### config.mk
export PLATFORM = sky130hd
export DESIGN_NAME = alu_sequencer
export DESIGN_NICKNAME = d
export VERILOG_FILES = /design/src/rtl/alu_pkg.sv /design/src/rtl/alu_rsp_fifo.sv /design/src/rtl/alu_seq_chk.sv /design/src/rtl/alu_sequencer.sv
export SDC_FILE = /design/constraint.sdc
export NUM_CORES = 1
export LEC_CHECK = 0
export BUFFER_PORTS_ARGS = -buffer_cell sky130_fd_sc_hd__buf_2
export CORE_MARGIN = 4
export CORE_UTILIZATION = 55
export CTS_BUF_LIST = sky130_fd_sc_hd__clkbuf_8
export DETAILED_ROUTE_END_ITERATION = 12
export PLACE_DENSITY = 0.83
export SKIP_LAST_GASP = 1
export SYNTH_ARGS = -nofsm -noshare
export SYNTH_HDL_FRONTEND = slang
export SYNTH_SLANG_ARGS = --single-unit
### constraint.sdc
create_clock -name clk -period 4.6 [get_ports clk]
set_input_delay 1.15 -clock clk [delete_from_list [all_inputs] [get_ports clk]]
set_output_delay 1.15 -clock clk [all_outputs]
set_load 0.01 [all_outputs]
### src/rtl/alu_pkg.sv
// Shared types and constants for the ALU and its request/response front end.
package alu_pkg;
  localparam int ALU_BW = 16;
  localparam int FLAG_Z = 0;
  localparam int FLAG_N = 1;
  localparam int FLAG_V = 2;

  typedef logic [3:0] alu_opcode_t;
  typedef logic [2:0] alu_flags_t;

  typedef struct packed {
    logic [ALU_BW-1:0] result;
    alu_flags_t        flags;
  } alu_rsp_t;
endpackage

### src/rtl/alu_rsp_fifo.sv
// In-order response FIFO; DEPTH must be a power of two so the pointers wrap naturally.
module alu_rsp_fifo #(
  parameter int DEPTH = 4,
  parameter int WIDTH = 19
) (
  input  logic                    clk,
  input  logic                    rst_n,
  input  logic                    push,
  input  logic                    pop,
  input  logic [WIDTH-1:0]        din,
  output logic [WIDTH-1:0]        dout,
  output logic [$clog2(DEPTH):0]  count,
  output logic                    empty,
  output logic                    full
);
  localparam int AW = $clog2(DEPTH);

  logic [WIDTH-1:0] mem_r [DEPTH];
  logic [AW-1:0]    wr_ptr_r;
  logic [AW-1:0]    rd_ptr_r;
  logic [AW:0]      count_r;
  logic             do_push_s;
  logic             do_pop_s;

  assign empty     = (count_r == (AW+1)'(0));
  assign full      = (count_r == (AW+1)'(DEPTH));
  assign do_pop_s  = pop && !empty;
  // A full FIFO can still take a push when the head leaves in the same cycle.
  assign do_push_s = push && (!full || do_pop_s);
  assign dout      = mem_r[rd_ptr_r];
  assign count     = count_r;

  // Storage write port.
  always_ff @(posedge clk or negedge rst_n) begin
    if (!rst_n) begin
      for (int i = 0; i < DEPTH; i++) mem_r[i] <= '0;
    end else if (do_push_s) begin
      mem_r[wr_ptr_r] <= din;
    end
  end

  // Pointer and occupancy bookkeeping.
  always_ff @(posedge clk or negedge rst_n) begin
    if (!rst_n) begin
      wr_ptr_r <= '0;
      rd_ptr_r <= '0;
      count_r  <= '0;
    end else begin
      if (do_push_s) wr_ptr_r <= wr_ptr_r + AW'(1);
      if (do_pop_s)  rd_ptr_r <= rd_ptr_r + AW'(1);
      case ({do_push_s, do_pop_s})
        2'b10:   count_r <= count_r + (AW+1)'(1);
        2'b01:   count_r <= count_r - (AW+1)'(1);
        default: count_r <= count_r;
      endcase
    end
  end
endmodule

### src/rtl/alu_seq_chk.sv
// Protocol checker for the sequencer: the issue stage must never push into a full FIFO.
module alu_seq_chk (
  input logic clk,
  input logic rst_n,
  input logic push,
  input logic full
);
  a_no_push_when_full: assert property (@(posedge clk) disable iff (!rst_n) push |-> !full);
endmodule

### src/rtl/alu_sequencer.sv
// ALU front end: registers accepted requests onto the ALU inputs, then queues result+flags.
module alu_sequencer
  import alu_pkg::*;
#(
  parameter int BW    = 16,
  parameter int DEPTH = 4,
  parameter int CW    = 8
) (
  input  logic          clk,
  input  logic          rst_n,
  input  logic          req_valid,
  output logic          req_ready,
  input  logic [3:0]    req_opcode,
  input  logic [BW-1:0] req_a,
  input  logic [BW-1:0] req_b,
  output logic [BW-1:0] alu_in_a,
  output logic [BW-1:0] alu_in_b,
  output logic [3:0]    alu_opcode,
  input  logic [BW-1:0] alu_out,
  input  logic [2:0]    alu_flags,
  output logic          rsp_valid,
  input  logic          rsp_ready,
  output logic [BW-1:0] rsp_result,
  output logic [2:0]    rsp_flags,
  output logic [2:0]    sticky_flags,
  input  logic          clr_sticky,
  output logic [CW-1:0] op_count,
  output logic          busy
);
  localparam int AW = $clog2(DEPTH);
  localparam int FW = BW + 3;

  logic          s1_valid_r;
  logic          req_fire_s;
  logic          pop_s;
  logic [AW:0]   fifo_count_s;
  logic [AW+1:0] occupancy_s;
  logic          fifo_empty_s;
  logic          fifo_full_s;
  logic [FW-1:0] fifo_dout_s;
  alu_flags_t    sticky_r;
  logic [CW-1:0] op_count_r;

  // Counting the op in flight in stage 1 reserves its FIFO slot before it lands.
  assign occupancy_s  = {1'b0, fifo_count_s} + {{(AW+1){1'b0}}, s1_valid_r};
  assign req_ready    = (occupancy_s < (AW+2)'(DEPTH));
  assign req_fire_s   = req_valid && req_ready;
  assign pop_s        = rsp_ready && !fifo_empty_s;
  assign rsp_valid    = !fifo_empty_s;
  assign busy         = s1_valid_r || !fifo_empty_s;
  assign sticky_flags = sticky_r;
  assign op_count     = op_count_r;

  // Issue stage: ALU inputs only change on an accepted request.
  always_ff @(posedge clk or negedge rst_n) begin
    if (!rst_n) begin
      s1_valid_r <= 1'b0;
      alu_in_a   <= '0;
      alu_in_b   <= '0;
      alu_opcode <= 4'h0;
    end else begin
      s1_valid_r <= req_fire_s;
      if (req_fire_s) begin
        alu_in_a   <= req_a;
        alu_in_b   <= req_b;
        alu_opcode <= req_opcode;
      end
    end
  end

  alu_rsp_fifo #(
    .DEPTH (DEPTH),
    .WIDTH (FW)
  ) u_fifo (
    .clk   (clk),
    .rst_n (rst_n),
    .push  (s1_valid_r),
    .pop   (pop_s),
    .din   ({alu_out, alu_flags}),
    .dout  (fifo_dout_s),
    .count (fifo_count_s),
    .empty (fifo_empty_s),
    .full  (fifo_full_s)
  );

  alu_seq_chk u_chk (
    .clk   (clk),
    .rst_n (rst_n),
    .push  (s1_valid_r),
    .full  (fifo_full_s)
  );

  // Response head, forced to zero when nothing is queued.
  always_comb begin
    rsp_result = '0;
    rsp_flags  = 3'b000;
    if (rsp_valid) begin
      rsp_result = fifo_dout_s[FW-1:3];
      rsp_flags  = fifo_dout_s[2:0];
    end else begin
      rsp_result = '0;
      rsp_flags  = 3'b000;
    end
  end

  // Sticky flags: a clear coinciding with a capture keeps only the new flags.
  always_ff @(posedge clk or negedge rst_n) begin
    if (!rst_n) begin
      sticky_r <= 3'b000;
    end else if (s1_valid_r) begin
      sticky_r <= (clr_sticky ? 3'b000 : sticky_r) | alu_flags;
    end else if (clr_sticky) begin
      sticky_r <= 3'b000;
    end
  end

  // Completed-response counter, wraps freely.
  always_ff @(posedge clk or negedge rst_n) begin
    if (!rst_n) begin
      op_count_r <= '0;
    end else if (pop_s) begin
      op_count_r <= op_count_r + CW'(1);
    end
  end
endmodule

==> run_results.csv, run 1 <==
group,metric,value,unit
setup_path,worstSetupEndpointType,"output pin",
die,dieArea,12000,µm²
logic_synthesis,yosys_warnings,0,
setup_path,crit_slowest_cell,"dfrtp_1",
setup_path,max_stage_delay,0.60,ns
setup_path,reg2reg_from,"u_fifo.count[0]$_DFFE_PN0P_",
die,row_count,36,
sta,tightestPinTransition,1.09,ns
routing,vias,3422,
routing,drt_iter0_drc,113,
logic_synthesis,synth_cell_types,27,
cells_and_area,drive_gt1_frac,0.588,
sta,hold_violations,0,
routing,drtPass1Iterations,4,
place,gp_congestion,0.717,
grt,grt_overflow,0,
logic_synthesis,syn-instance-count,362,
routing,postRouteAntennaNets,0,
cells_and_area,area_growth,20.4,%
setup_path,path_delay_family,"flip-flops",
setup_path,crit_type,"reg2out",
die,start_util,0.570,
cells_and_area,fillers,720,
die,die_h,109,µm
hold_path,min_path_cells,1,
setup_path,rr_worst_depth,8,
sta,slew_headroom,0.273,
grt,grt_pass1_wl,19.2,mm
sta,min_period,3.42,ns
routing,wl_per_cell,18.0,µm
routing,drc,0,
grt,grt_usage,0.214,
pwr,vdd_drop_max,0.000486,V
cts,cts-htree-levels,4,
sta,fin_setup_tns,0,ns
grt,grt_max_degree,78,
sta,min_period_over_period,0.744,
setup_path,crit_required,3.45,ns
logic_synthesis,synth_nets,429,
cts,post_cts_resized,0,
setup_path,rr_endpoint,"u_fifo.count[2]$_DFFE_PN0P_",
setup_path,cp_data_arrival_time,2.27,ns
setup_path,critPathLaunchType,"register",
routing,avgViaCountPerCell,5.31,
cts,cts_setup_buffers,0,
place,port_buffers,128,
cts,clock_path_buffers,2,
logic_synthesis,yosys-top-cells-area,"dfrtp_1, mux2_2, mux4_2",
logic_synthesis,post-synth-top-area-fraction,0.580,
logic_synthesis,synth_top_cell_by_area,"dfrtp_1",
cells_and_area,final_common_cell,"dfrtp_1",
routing,totalWireLength,11.6,mm
run,cap_viol_max_count,0,
grt,antenna_found_initial,0,
sta,setup_viol,0,
grt,grt_pass1_vias,3777,
place,place_ws,1.50,ns
hold_path,worstHoldEndpoint,"op_count[7]$_DFFE_PN0P_",
sta,clock.fmax,0.292,GHz
logic_synthesis,synth_area_per_cell,15.6,µm²
setup_path,crit_buf_inv,2,
sta,worst_clock_skew,0.00765,ns
hold_path,hp-class,"reg2reg",
outcome,status,"finished clean",
logic_synthesis,ys_ff_latch,131,
place,dp_hpwl,7.99,mm
cts,cts_sinks,131,
setup_path,critPathMaxFanout,14,
cts,cts_hold_buf,0,
sta,worst_slack,1.18,ns
setup_path,path_cells,"buf_4, mux4_2, and2_1, buf_2",
pwr,p_leak,3.10,nW
logic_synthesis,syn_area,5650,µm²
die,ios,129,
cts,path_clk_slew,0.07,ns
sta,rsz0062_at_grt,"false",
cells_and_area,final_cell_mix,"dfrtp_1, buf_2, mux2_2",
cells_and_area,fin_nets,566,
sta,maxSlewViolCount,0,
hold_path,min_from,"op_count[7]$_DFFE_PN0P_",
logic_synthesis,seq_area_frac_synth,0.580,
die,core-area,9910,µm²
cts,clk_latency,0.43,ns
cts,cts_made_buffers,17,
pwr,power_density,759,nW/µm²
cts,cts-root-buf,"clkbuf_8",
cts,tritoncts,"done",
setup_path,r2r_slack,2.29,ns
die,die_x,109,µm
stage by stage:
| step | instance area, µm² | hold WS [ns] | instances | power, mW | utilization |
|---|---|---|---|---|---|
| floorplan | 5650 | 0.475 | 362 | 3.53 | - |
| global placement | 6420 | 0.458 | 613 | 4.17 | 0.648 |
| detailed placement | 6420 | 0.456 | 613 | 4.29 | 0.648 |
| CTS | 6800 | 0.478 | 643 | 5.23 | 0.687 |
| global route | 6800 | 0.517 | 643 | 5.53 | 0.687 |
| finish | 6810 | 0.474 | 644 | 5.16 | 0.687 |
state kept, by name, summed over array words and instances (netlist names):
signal	cells
sticky_flags	3
op_count	8
u_fifo.rd_ptr_r	2
alu_in_a	16
s1_valid_r	1
alu_opcode	4
u_fifo.count	3
u_fifo.mem_r	76
u_fifo.wr_ptr_r	2
alu_in_b	16
metal layers:
layer,global-route usage,share of wire,vias to the layer above
met5,0,0,-
met4,0.0899,0.015,0
li1,-,-,1562
met2,0.330,0.48,116
met3,0.0763,0.082,14
met1,0.276,0.42,1730
cell families after synthesis:
family / Yosys count / synth area share
AOI/OAI and AO/OA: 5 / 0.00531
xor gates and xnor gates: 13 / 0.0201
adders and majority gates: 7 / 0.0168
buffers and inverters: 26 / 0.0241
DFF: 131 / 0.580
muxes: 134 / 0.305
and+or+nand+nor: 46 / 0.0491
final cells by class:
cell class | instances | area, µm² | area share
clock inverters | 6 | 52.6 | 0.00772
multi-input cells | 205 | 2240 | 0.329
flip-flops and latches | 131 | 3280 | 0.482
diodes | 1 | 2.50 | 0.000368
repair buffers | 134 | 701 | 0.103
well taps | 133 | 166 | 0.0244
inverters | 10 | 37.5 | 0.00551
clock buffers | 24 | 330 | 0.0485
worst max path at each step:
stage / startpoint / endpoint / slack [ns] / depth (start not counted)
after floorplan: rsp_ready / u_fifo.count[2]$_DFFE_PN0P_ / 1.79 / 8
after global placement: rsp_ready / u_fifo.count[2]$_DFFE_PN0P_ / 1.59 / 9
after detailed placement: rsp_ready / u_fifo.count[2]$_DFFE_PN0P_ / 1.50 / 9
after CTS: u_fifo.rd_ptr_r[0]$_DFFE_PN0P_ / rsp_result[8] / 1.11 / 4
after global routing: u_fifo.rd_ptr_r[0]$_DFFE_PN0P_ / rsp_result[8] / 1.00 / 4
final: u_fifo.rd_ptr_r[0]$_DFFE_PN0P_ / rsp_result[8] / 1.18 / 4
Yosys cell counts:
| master | count |
|---|---|
| inv_1 | 10 |
| mux4_2 | 19 |
| mux2i_1 | 1 |
| nand3_1 | 1 |
| o31a_1 | 1 |
| buf_6 | 4 |
| nor4b_1 | 1 |
| xnor2_1 | 8 |
| nand2b_1 | 2 |
| buf_2 | 6 |
| ha_1 | 6 |
| nand4_1 | 5 |
| nor4b_4 | 1 |
| nand2_1 | 10 |
| clkbuf_2 | 1 |
| o21ai_0 | 3 |
| nor2_2 | 4 |
| mux2_2 | 114 |
| and3_1 | 1 |
| dfrtp_1 | 131 |
| nor3_1 | 1 |
| nor2_1 | 1 |
| fa_1 | 1 |
| xor2_1 | 5 |
| clkbuf_1 | 5 |
| a31oi_1 | 1 |
| and2_1 | 19 |
power by group:
| group | switching [mW] | internal, mW | total [mW] |
|---|---|---|---|
| clock | 0.409 | 0.516 | 0.925 |
| combinational | 0.869 | 1.22 | 2.09 |
| sequential | 0.410 | 1.74 | 2.14 |
No activity file was read; power rests on OpenSTA's default activity.
==> run 2: changes to the inputs <==
CORE_UTILIZATION = 50   (was 55)
PLACE_DENSITY = 0.8   (was 0.83)
clock period = 3 ns   (was 4.6 ns; I/O delays follow)
==> run 2 against run 1 <==
Design area up 2.4%. Sequential share of layout area down 1.1 points. Global-route usage down 2.4 points. Critical endpoint is now rsp_result[15]. Clock skew up 0.0021 ns.
==> run_results.csv, run 2 (synthesis results as in run 1) <==
group,metric,value,unit
cells_and_area,area_growth,23.3,%
hold_path,hp-class,"in2async",
pwr,power.share.clock,0.215,
grt,grt_pass1_vias,3842,
setup_path,crit_type,"reg2out",
pwr,combPwrFrac,0.400,
setup_path,path_cells,"nor3_1, inv_1, and2_1, buf_2",
die,dieArea,13100,µm²
grt,grt_max_degree,67,
place,dp_hpwl,7.93,mm
cts,cts_hold_buf,0,
routing,totalWireLength,11.5,mm
place,placed_cells,627,
pwr,switching_power,2.66,mW
routing,avgViaCountPerCell,5.23,
cts,clk_latency,0.42,ns
sta,min_period_over_period,0.924,
setup_path,r2r_slack,0.89,ns
routing,vias,3448,
pwr,vdd_drop_max,0.000556,V
place,gp_congestion,0.729,
outcome,status,"finished clean",
cells_and_area,final_cell_mix,"dfrtp_1, buf_2, mux2_2",
grt,grt_pass1_wl,19.3,mm
cells_and_area,top_register,"u_fifo.mem_r",
pwr,p_leak,3.17,nW
cts,cts_setup_buffers,0,
pwr,p_seq_frac,0.385,
die,die_x,114,µm
setup_path,cp-startpoint,"u_fifo.count[0]$_DFFE_PN0P_",
setup_path,critPathLaunchType,"register",
cells_and_area,fin_nets,573,
cts,tritoncts,"done",
setup_path,path_delay_family,"simple AND/OR/NAND/NOR gates",
cells_and_area,finalNonFillerCells,659,
sta,maxSlewViolCount,0,
setup_path,max_stage_delay,0.47,ns
setup_path,crit_slowest_cell,"dfrtp_1",
cells_and_area,drive_gt1_frac,0.599,
die,start_util,0.517,
setup_path,crit_required,2.25,ns
grt,grt_overflow,0,
place,port_buffers,128,
cts,post_cts_resized,0,
cells_and_area,diodes,0,
grt,antenna_found_initial,0,
sta,rsz0062_at_grt,"false",
cts,cts-root-buf,"clkbuf_8",
setup_path,reg2reg_from,"u_fifo.count[0]$_DFFE_PN0P_",
cells_and_area,top_regs,"u_fifo.mem_r: 76 flops, alu_in_a: 16 flops, alu_in_b: 16 flops",
cells_and_area,final_common_cell,"dfrtp_1",
routing,drc,0,
routing,drtPass1Iterations,5,
cts,cts_made_buffers,17,
sta,slew_headroom,0.659,
cts,cts-htree-levels,4,
routing,postRouteAntennaNets,0,
die,core-area,10900,µm²
cts,cts_sinks,131,
cts,clock_path_buffers,2,
sta,setup_viol,0,
cts,path_clk_slew,0.08,ns
setup_path,rr_worst_depth,8,
grt,grt_usage,0.190,
setup_path,crit_buf_inv,2,
sta,hold_violations,0,
die,die_h,114,µm
sta,min_period,2.77,ns
pwr,sw_frac_of_total,0.320,
die,ios,129,
pwr,internal_power,5.65,mW
sta,worst_clock_skew,0.00976,ns
routing,wl_per_cell,17.5,µm
sta,fin_setup_tns,0,ns
sta,tightestPinTransition,0.511,ns
sta,clock.fmax,0.361,GHz
setup_path,critPathMaxFanout,20,
die,row_count,38,
cells_and_area,largest_register_ffs,76,
pwr,power_density,1190,nW/µm²
setup_path,cp_data_arrival_time,2.02,ns
routing,drt_iter0_drc,170,
setup_path,worstSetupEndpointType,"output pin",
setup_path,rr_endpoint,"u_fifo.count[2]$_DFFE_PN0P_",
run,cap_viol_max_count,0,
## run 2: cell types whose count changed in the layout (fill, tap and decap cells not counted)
| cell | change |
|---|---|
| bufinv_16 | +5 |
| buf_4 | +7 |
| clkinv_4 | +5 |
| clkinv_2 | -2 |
| diode_2 | -1 |
| inv_6 | +2 |
| clkinvlp_4 | +1 |
| clkbuf_8 | -7 |
| inv_1 | -2 |
## run 2: power groups by stage
stage	sequential (mW)	clock, mW	combinational [mW]
CTS	3.20	1.83	3.40
global route	3.31	1.92	3.65
finish	3.20	1.78	3.33
floorplan	3.20	0	2.22
global placement	3.16	0	3.29
detailed placement	3.22	0	3.39
## run 2: worst register-to-register path: cells and delay by family (launching register included)
| kind | cells | cell delay [ns] |
|---|---|---|
| XOR/XNOR | 2 | 0.31 |
| buffers and inverters | 1 | 0.06 |
| AND/OR/NAND/NOR | 3 | 0.63 |
| adder cells (fa/ha/maj) | 2 | 0.57 |
| flip-flops | 1 | 0.47 |
## run 2: cell type report
cell class                      count  area, µm²
Clock buffer                       17        234
Timing Repair Buffer              141        753
Fill cell                         862       3970
Sequential cell                   131       3280
Tap cell                          140        175
Multi-Input combinational cell    205       2240
Inverter                           10       37.5
Clock inverter                     15        254
## run 2: metal layers
| layer | up-vias | wire length, µm | share of wire | global-route usage |
|---|---|---|---|---|
| met1 | 1736 | 4960 | 0.43 | 0.247 |
| met5 | - | 0 | 0 | 0 |
| met4 | 0 | 89 | 0.0077 | 0.0570 |
| li1 | 1577 | - | - | - |
| met2 | 125 | 5480 | 0.48 | 0.297 |
| met3 | 10 | 992 | 0.086 | 0.0761 |
## run 2: worst max path at each step
stage | end | slack [ns] | cells past startpoint
CTS | rsp_result[15] | 0.17 | 4
finish | rsp_result[15] | 0.23 | 4
global placement | u_fifo.count[2]$_DFFE_PN0P_ | 0.58 | 9
global route | rsp_flags[0] | 0.0006 | 4
floorplan | u_fifo.count[2]$_DFFE_PN0P_ | 0.59 | 8
detailed placement | u_fifo.count[2]$_DFFE_PN0P_ | 0.49 | 9
## run 2: metrics by stage
stage | power [mW] | setup WS [ns] | hold slack (ns) | utilization | instance area, µm²
2_1_floorplan | 5.42 | 0.589 | 0.454 | - | 5650
3_3_place_gp | 6.44 | 0.583 | 0.454 | 0.593 | 6480
3_5_place_dp | 6.61 | 0.494 | 0.478 | 0.593 | 6480
4_1_cts | 8.43 | 0.170 | 0.278 | 0.637 | 6970
5_1_grt | 8.89 | 0.000615 | 0.291 | 0.637 | 6970
6_report | 8.31 | 0.227 | 0.296 | 0.637 | 6970
==> run 3: changes to the inputs <==
--- a/config.mk
+++ b/config.mk
@@ -8,4 +8,6 @@
 export BUFFER_PORTS_ARGS = -buffer_cell sky130_fd_sc_hd__buf_2
+export CELL_PAD_IN_SITES_DETAIL_PLACEMENT = 1
+export CELL_PAD_IN_SITES_GLOBAL_PLACEMENT = 1
 export CORE_MARGIN = 4
-export CORE_UTILIZATION = 50
+export CORE_UTILIZATION = 41
 export CTS_BUF_LIST = sky130_fd_sc_hd__clkbuf_8
==> constraint.sdc (replaced) <==
create_clock -name clk -period 3 [get_ports clk]
set_input_delay 0.15 -clock clk [delete_from_list [all_inputs] [get_ports clk]]
set_output_delay 0.15 -clock clk [all_outputs]
set_load 0.01 [all_outputs]
==> run 3 against run 2 <==
Sequential power is 4% higher. Setup slack better by 0.41 ns. Power hardly changed. Critical path type is now reg2reg. Largest power group unchanged.
==> run_results.csv, run 3 (synthesis results as in run 1) <==
group,metric,value,unit
cells_and_area,fin_nets,623,
cells_and_area,largest_register_ffs,76,
place,placed_cell_area,6500,µm²
cells_and_area,final_cell_mix,"dfrtp_1, buf_2, mux2_2",
cells_and_area,fin_util,0.560,
cts,cts_setup_buffers,0,
cells_and_area,fillers,1330,
setup_path,critPathMaxFanout,6,
cells_and_area,drive_gt1_frac,0.532,
sta,clock.fmax,0.423,GHz
place,gp_congestion,0.695,
cells_and_area,final_common_cell,"dfrtp_1",
routing,vias,3789,
cells_and_area,top_register,"u_fifo.mem_r",
setup_path,worstSetupEndpointType,"register",
sta,rsz0062_at_grt,"false",
pwr,power_density,1110,nW/µm²
cts,cts_hold_buf,56,
die,die_x,125,µm
cells_and_area,design_area,7470,µm²
cts,cts-htree-levels,4,
cts,path_clk_slew,0.07,ns
sta,fin_setup_tns,0,ns
cts,clock_path_buffers,2,
sta,min_period_over_period,0.788,
cts,tritoncts,"done",
setup_path,cp_data_arrival_time,2.72,ns
outcome,status,"finished clean",
run,cap_viol_max_count,0,
hold_path,min_path_cells,2,
sta,tightestPinTransition,1.01,ns
cts,clk_latency,0.43,ns
sta,min_period,2.37,ns
sta,holdWs,0.0302,ns
die,die_h,125,µm
routing,wl_per_cell,20.2,µm
setup_path,crit_type,"reg2reg",
pwr,p_leak,3.35,nW
cts,cts_made_buffers,17,
cts,cts-root-buf,"clkbuf_8",
routing,drtPass1Iterations,4,
routing,totalWireLength,15.0,mm
routing,drc,0,
die,core-area,13300,µm²
grt,grt_pass1_vias,4597,
cells_and_area,area_growth,32.2,%
grt,grt_pass1_wl,24.8,mm
sta,slew_headroom,0.327,
routing,drt_iter0_drc,103,
setup_path,rr_worst_depth,8,
routing,avgViaCountPerCell,5.09,
cells_and_area,top_regs,"u_fifo.mem_r: 76 flops, alu_in_a: 16 flops, alu_in_b: 16 flops",
die,row_count,42,
grt,grt_max_degree,76,
cells_and_area,diodes,0,
setup_path,critPathLaunchType,"register",
cts,cts_sinks,131,
place,place_ws,0.658,ns
grt,grt_overflow,0,
setup_path,crit_required,3.36,ns
die,start_util,0.424,
place,port_buffers,128,
hold_path,hp-class,"in2reg",
die,ios,129,
sta,setup_viol,0,
sta,worst_clock_skew,0.0121,ns
routing,postRouteAntennaNets,0,
grt,grt_usage,0.202,
place,dp_hpwl,8.99,mm
die,dieArea,15700,µm²
pwr,vdd_drop_max,0.000502,V
sta,hold_violations,0,
sta,worst_slack,0.635,ns
sta,maxSlewViolCount,0,
cts,post_cts_resized,0,
grt,antenna_found_initial,0,
==> run 3: cell types whose count changed in the layout (fill, tap and decap cells not counted), sizes merged <==
| cell | previous run | this run |
|---|---|---|
| clkinvlp | 1 | 2 |
| clkbuf | 17 | 20 |
| buf | 141 | 135 |
| bufinv | 6 | 3 |
| dlygate4sd3 | 0 | 56 |
| clkinv | 6 | 4 |
==> run 3: worst max-delay path: stages (launching register included) <==
cell,delay [ns]
dfrtp_1,0.47
nor4b_4,0.50
nand2b_1,0.25
ha_1,0.21
inv_1,0.06
fa_1,0.37
xor2_1,0.15
nor2_1,0.12
xor2_1,0.16
==> run 3: where the power goes <==
group	internal [mW]	leakage [nW]	switching (mW)	total, mW
Clock	0.875	0.213	0.672	1.55
Combinational	1.96	1.60	1.47	3.43
Sequential	2.66	1.54	0.672	3.33
Total	5.49	3.35	2.81	8.30
==> run 3: worst paths after layout <==
check / end / slack, ns / from
max in group asynchronous: u_fifo.mem_r[51]$_DFFE_PN0P_ / 1.97 / rst_n
setup reg to reg: u_fifo.count[2]$_DFFE_PN0P_ / 0.63 / u_fifo.count[0]$_DFFE_PN0P_
hold / removal: u_fifo.mem_r[0]$_DFFE_PN0P_ / 0.03 / alu_flags[0]
hold reg to reg: op_count[7]$_DFFE_PN0P_ / 0.49 / op_count[7]$_DFFE_PN0P_
min in group asynchronous: u_fifo.mem_r[5]$_DFFE_PN0P_ / 0.25 / rst_n
setup / recovery: u_fifo.count[2]$_DFFE_PN0P_ / 0.63 / u_fifo.count[0]$_DFFE_PN0P_
==> run 3: layout make-up <==
type / count / area [µm²] / area share
Clock inverter: 11 / 136 / 0.0183
Sequential cell: 131 / 3280 / 0.439
Inverter: 10 / 37.5 / 0.00502
Clock buffer: 20 / 275 / 0.0368
Multi-Input combinational cell: 205 / 2240 / 0.300
Tap cell: 176 / 220 / 0.0295
Timing Repair Buffer: 191 / 1280 / 0.172
==> run 3: per-layer routing <==
metal | vias up | part of all wire | GRT usage
met5 | - | 0 | 0
met4 | 0 | 0.014 | 0.0612
met3 | 20 | 0.057 | 0.0610
met2 | 119 | 0.52 | 0.363
met1 | 1976 | 0.41 | 0.230
li1 | 1674 | - | -
==> run 3: per-stage QoR <==
step	power [mW]	instances
2_1_floorplan	5.42	362
3_3_place_gp	6.46	657
3_5_place_dp	6.69	657
4_1_cts	8.31	744
5_1_grt	8.87	744
6_report	8.30	744
